<file path="config.mk">
export PLATFORM = sky130hd
export DESIGN_NAME = cap_wr
export DESIGN_NICKNAME = d
export VERILOG_FILES = /design/src/rtl/cap_wr.sv
export SDC_FILE = /design/constraint.sdc
export NUM_CORES = 1
export LEC_CHECK = 0
export BUFFER_PORTS_ARGS = -buffer_cell sky130_fd_sc_hd__buf_2
export CAP_MARGIN = 30
export CORE_ASPECT_RATIO = 1.75
export CORE_MARGIN = 2
export CORE_UTILIZATION = 40
export DETAILED_ROUTE_END_ITERATION = 10
export GPL_TIMING_DRIVEN = 0
export PLACE_DENSITY_LB_ADDON = 0.3
export SLEW_MARGIN = 20
export SYNTH_ARGS = -nofsm -noshare
export SYNTH_HDL_FRONTEND = slang
export SYNTH_SLANG_ARGS = --single-unit
</file>
<file path="constraint.sdc">
create_clock -name CLK -period 2.8 [get_ports CLK]
set_clock_uncertainty 0.1 [all_clocks]
set_input_delay 0.56 -clock CLK [delete_from_list [all_inputs] [get_ports CLK]]
set_output_delay 0.56 -clock CLK [all_outputs]
set_load 0.005 [all_outputs]
</file>
<file path="src/rtl/cap_wr.sv">
// Camera-to-VRAM frame transfer: syncs VSYNC, pops RGB444 pixels from the FIFO and
// writes one per word to sequential VRAM addresses, then drains leftovers and signals DONE.
module cap_wr #(
  parameter int HSIZE = 640,
  parameter int VSIZE = 480,
  parameter int AW    = 19
) (
  input  logic          CLK,
  input  logic          RST,
  input  logic          START,
  input  logic          VSYNC,
  output logic          CAPON,
  output logic          FIFORD,
  input  logic [11:0]   FIFOOUT,
  input  logic          FIFOEMPTY,
  input  logic          FIFOFULL,
  output logic          WRREQ,
  output logic [AW-1:0] WRADDR,
  output logic [15:0]   WRDATA,
  input  logic          WRACK,
  output logic          BUSY,
  output logic          DONE,
  output logic          OVF
);

  localparam logic [AW-1:0] LAST = AW'(HSIZE * VSIZE - 1);

  typedef enum logic [2:0] {S_IDLE, S_WAITV, S_CAPT, S_DRAIN, S_FIN} state_t;

  state_t        state_q, state_d;
  logic          vs_meta_q, vs_s_q, vs_prev_q;
  logic          rd_q;
  logic          wrreq_q, wrreq_d;
  logic [AW-1:0] addr_q, addr_d;
  logic [15:0]   data_q, data_d;
  logic          ovf_q, ovf_d;
  logic          rd_go;
  logic          vs_rise;

  assign vs_rise = vs_s_q & ~vs_prev_q;

  always_ff @(posedge CLK) begin
    if (RST) begin
      state_q   <= S_IDLE;
      vs_meta_q <= 1'b0;
      vs_s_q    <= 1'b0;
      vs_prev_q <= 1'b0;
      rd_q      <= 1'b0;
      wrreq_q   <= 1'b0;
      addr_q    <= '0;
      data_q    <= '0;
      ovf_q     <= 1'b0;
    end else begin
      state_q   <= state_d;
      vs_meta_q <= VSYNC;
      vs_s_q    <= vs_meta_q;
      vs_prev_q <= vs_s_q;
      rd_q      <= rd_go;
      wrreq_q   <= wrreq_d;
      addr_q    <= addr_d;
      data_q    <= data_d;
      ovf_q     <= ovf_d;
    end
  end

  always_comb begin
    state_d = state_q;
    wrreq_d = wrreq_q;
    addr_d  = addr_q;
    data_d  = data_q;
    ovf_d   = ovf_q | (FIFOFULL & (state_q == S_CAPT));
    rd_go   = 1'b0;
    case (state_q)
      S_IDLE: begin
        if (START) begin
          state_d = S_WAITV;
          ovf_d   = 1'b0;
          addr_d  = '0;
        end
      end
      S_WAITV: begin
        if (vs_rise) state_d = S_CAPT;
      end
      S_CAPT: begin
        // One pixel at most in flight or held: a read is blocked by either.
        rd_go = ~FIFOEMPTY & ~rd_q & ~wrreq_q;
        if (rd_q) begin
          data_d  = {4'h0, FIFOOUT};
          wrreq_d = 1'b1;
        end
        if (wrreq_q && WRACK) begin
          wrreq_d = 1'b0;
          if (addr_q == LAST) state_d = S_DRAIN;
          else                addr_d  = addr_q + 1'b1;
        end
      end
      S_DRAIN: begin
        rd_go = ~FIFOEMPTY & ~rd_q;
        if (vs_s_q && FIFOEMPTY && !rd_q) state_d = S_FIN;
      end
      S_FIN: begin
        state_d = S_IDLE;
      end
      default: state_d = S_IDLE;
    endcase
  end

  assign FIFORD = rd_go;
  assign CAPON  = (state_q == S_CAPT);
  assign WRREQ  = wrreq_q;
  assign WRADDR = addr_q;
  assign WRDATA = data_q;
  assign BUSY   = (state_q != S_IDLE);
  assign DONE   = (state_q == S_FIN);
  assign OVF    = ovf_q;

endmodule

</file>
Word level (Yosys, flattened, before mapping). Index checks and enable logic that the tools add are counted. W data, S select, Z words.

Bits in read-only memories: 0. Bits of input ports: 19. Register bits after elaboration: 40. Bits in writable memories: 0. Memories: 0. Output and inout port bits: 41. Bits in latches: 0. Word-level logic and storage cells: 57.

Multiplexer cells: 15. Reduce and logical (&&, ||, !) cells: 12. Shift-type cells: 0. Multipliers: 0. Add/sub/neg operators: 1. Magnitude comparators: 0. Bitwise logic cells: 9. Eq/ne operators: 11. Div/mod/pow operators: 0.

Operators with widths (number): $mux W19 (3); $pmux W19 S2 (1); $add A19 B1 Y19 const B (1); $eq A19 B19 Y1 const B (1); $mux W3 (5); $pmux W3 S4 (1); $ne A2 B2 Y1 const B (4); $eq A3 B2 Y1 const B (2); $reduce_and A5 Y1 (1); $and A1 B1 Y1 (4); $mux W1 (4); $ne A2 B1 Y1 const B (2); $not A1 Y1 (4); $reduce_and A2 Y1 (2); $reduce_and A4 Y1 (1); $reduce_bool A2 Y1 (2); $eq A3 B1 Y1 const B (1); $eq A3 B3 Y1 const B (1); $logic_and A1 B1 Y1 (3); $logic_not A3 Y1 (1); $reduce_bool A3 Y1 (1); $pmux W1 S2 (1); $logic_not A1 Y1 (1); $or A1 B1 Y1 (1).

Longest topological paths before layout.
Depth in word-level cells: 5. Mapped depth: 7. Gate-level depth less buffers: 6.

Worst setup path before layout. OpenSTA, ideal clock, no wires.

Path type: reg2reg. From: register addr_q[0] (netlist: WRADDR[0]). To: register addr_q[6] (netlist: WRADDR[6]). Buffers on the path: 1. Library setup time: 0.087 ns. Stages on the path, launching flop included: 8. Arrival time: 1.924 ns. Slack: 0.689 ns. Clock period less this slack: 2.111 ns. Data required time: 2.613 ns. Cell sequence: dfxtp_1 -> ha_1 -> nand3_1 -> or3_4 -> o311a_1 -> buf_2 -> a211o_1 -> o31ai_1.

Cells in the longest elaborated chain, start to end: 4. Elaborated cells between the ends (all ways): 7. Those cells by class: add/sub (1); eq/ne (2); mux (3); reduce/logical (1).

RTL lines: start, declared (RTL line 34) `logic [AW-1:0] addr_q, addr_d;`; start signal, assigned (RTL line 60) `addr_q <= addr_d;`; $add A19 B1 Y19 (RTL line 94) `else addr_d = addr_q + 1'b1;`; $mux W19 (RTL line 93) `if (addr_q == LAST) state_d = S_DRAIN;`; $mux W19 (RTL line 91) `if (wrreq_q && WRACK) begin`; $pmux W19 S2 (RTL line 73) `case (state_q)`.

Several ways; a longest one is shown, not always the timed one. The select of a mux whose other input is x is not followed. A chain may end at the register's enable or synchronous reset.

Worst setup path after layout.
From: register state_q[0]. To: output CAPON.

Cells in the longest elaborated chain, start to end: 1.

RTL lines: start, declared (RTL line 30) `state_t state_q, state_d;`; start signal, assigned (RTL line 54) `state_q <= state_d;`; $eq A3 B2 Y1 (RTL line 109) `assign CAPON = (state_q == S_CAPT);`; end, declared (RTL line 12) `output logic CAPON,`.

Every way passes these cells.

==> run summary <==
Clk_lat worst skew - 290 ps
Synth Area per Inst - 8.05 µm²
Setup-failing EPs final - 0
Netlist cell types - 43
Core outline area - 4620 µm²
Vias in the first global route - 1792
Share of total power in the clock network - 38.1%
Final Hold Vio Count - 0
CTS Buf Count - 5
Post-CTS Setup Inserts - 0
Synth async-reset ratio - 0%
CTS tree - done
DP Wirelength - 3700 µm
Routed WL - 5010 µm
Final nets - 320
Antenna-violating nets left - 0
Die W - 56.0 µm
Initial Util - 40.9%
Hold Worst Slack - 344 ps
Largest net degree at the start of global routing - 12
Grt ovf - 0
P_int - 800 µW
Part of the power in combinational logic - 6.3%
Initial antenna violation count - 0
Fmax - 382 MHz
Fillers - 485
EDFF count, synth - 0
Period utilization - 93.5%
CTS root buf - clkbuf_8
Min-delay worst type - reg2reg
Seq cells post-synth - 40
Routed length per placed instance - 14.2 µm
Max_cap viols - 0
Total power - 1040 µW
RSZ-0062 raised after global routing - false
Setup WS pre-CTS - 389 ps
Seq/Total Area, Yosys - 42.3%
Top_reg_cell synth - dfxtp_1
PostCTS Resize Cnt - 0
Port Buffer Count - 54
Critical Path Fanout Max - 10
Total Routing Usage GR - 19.2%
Mapped Cells - 235
Slew headroom - 45.4%
Setup_tns - 0 ps
Element type at the critical path end - output pin
DRC violations left - 0
Flop pwr share - 55.6%
Vias - 1969
Final design utilization - 50.5%
Warnings from Yosys - 0
Via density per instance - 5.58
Most frequent cells in the layout - buf_2, nand2_1, dfxtp_1
Sink Count - 40
Setup crit start kind - flop
Io pins - 60
Minimum clock period - 2620 ps
CTS Hold Bufs - 0
Die Y - 95.0 µm
Worst VDD drop - 298 µV
Sw Share - 22.8%
CTS Buffer Depth - 2
CP Data Arrival Time - 1960 ps
H-tree depth - 2
CP Class - reg2out
FF/Latch Area - 801 µm²
Area Overhead vs Synth - 23.3%
Cell Rows - 33
Area of the multi-input gates - 993 µm²
Worst setup margin - 181 ps
Die area - 5320 µm²
Status - finished clean
Power per cell area - 444 nW/µm²
Leakage - 0.000938 µW
Gpl congestion - 0.798
Drt first pass iters - 4
Max-slew violations - 0
DRT iter0 DRCs - 57
Share of cells above drive strength 1 - 24.6%
Net Sw Power - 237 µW
Synth Cell Area - 1890 µm²
Worst EP required - 2140 ps
Slew @ Worst Pin - 812 ps
Antenna fix cells - 0
Reg clk slew, reported paths - 70 ps
First-pass GRT wire length - 8220 µm
Commonest non-fill, non-tap cell in the layout - buf_2
-- worst paths after layout --
| check | start | end | slack [ps] | cells past startpoint |
|---|---|---|---|---|
| max | state_q[0] | CAPON | 180 | 5 |
| min | vs_meta_q | vs_s_q | 340 | 1 |
| min reg2reg | vs_meta_q | vs_s_q | 340 | 1 |
| max reg2reg | WRADDR[0] | WRADDR[18] | 420 | 6 |
-- worst max-delay path, cell delays in order, from the launching register on --
cell	delay (ps)
dfxtp_1	370
nor2_1	390
nand2_1	260
inv_1	210
buf_2	280
buf_2	160
-- state kept, by name, indices dropped and copies added, names as in the netlist --
name       count
WRREQ          1
vs_meta_q      1
vs_prev_q      1
state_q        3
WRADDR        19
WRDATA        12
rd_q           1
vs_s_q         1
OVF            1
-- final cells by class --
type | instances | share of cell area [%]
Multi-Input combinational cell | 176 | 42.6
Sequential cell | 40 | 34.3
Timing Repair Buffer | 55 | 11.8
Clock buffer | 8 | 3.86
Buffer | 17 | 3.86
Tap cell | 52 | 2.79
Inverter | 5 | 0.804
-- metal layers --
metal / wire length [µm] / track usage [%] / vias to the layer above
met3: 241 / 3.42 / 7
li1: - / - / 971
met2: 2650 / 35.3 / 65
met5: 0 / 0 / -
met1: 2050 / 21.6 / 926
met4: 65 / 7.54 / 0
-- Yosys cell counts, types with 2 or more instances --
| master | count | area share, % |
|---|---|---|
| o211ai_1 | 2 | 0.79 |
| nand3b_1 | 3 | 1.2 |
| buf_2 | 3 | 0.79 |
| a21oi_1 | 24 | 6.3 |
| inv_1 | 5 | 0.99 |
| and4_1 | 2 | 0.93 |
| a31oi_1 | 5 | 1.7 |
| nand2_1 | 47 | 9.3 |
| and3_1 | 4 | 1.3 |
| a311oi_1 | 7 | 3.2 |
| buf_4 | 6 | 2.4 |
| dfxtp_1 | 40 | 42 |
| clkbuf_1 | 8 | 1.6 |
| nor2b_1 | 6 | 2.0 |
| nand3_1 | 11 | 2.9 |
| or3_1 | 2 | 0.66 |
| nor4_1 | 2 | 0.66 |
| a41oi_1 | 5 | 2.3 |
| nor2_1 | 12 | 2.4 |
| and2_1 | 2 | 0.66 |
| nand4b_1 | 3 | 1.4 |
| nor3_1 | 6 | 1.6 |
| o21ai_0 | 10 | 2.6 |
-- kinds of logic after synthesis --
logic type,count (synthesis),synth area share (%)
DFF,40,42.3
adders and majority gates,1,0.661
muxes,1,0.529
and+or+nand+nor,107,28.8
buffers and inverters,22,5.75
AOI/OAI and AO/OA,63,21.7
other,1,0.198
-- power by group through the flow --
stage | sequential [µW] | clock (µW) | combinational, µW
6_report | 576 | 395 | 65.5
5_1_grt | 576 | 426 | 72.5
4_1_cts | 576 | 406 | 65.7
3_5_place_dp | 589 | 0 | 65.6
3_3_place_gp | 589 | 0 | 64.6
2_1_floorplan | 588 | 0 | 39.4
-- through the flow --
stage / cell area [µm²] / instances
5_1_grt: 2330 / 353
6_report: 2330 / 353
3_5_place_dp: 2240 / 344
2_1_floorplan: 1900 / 238
3_3_place_gp: 2240 / 344
4_1_cts: 2330 / 352
No activity file was read; power rests on OpenSTA's default activity.
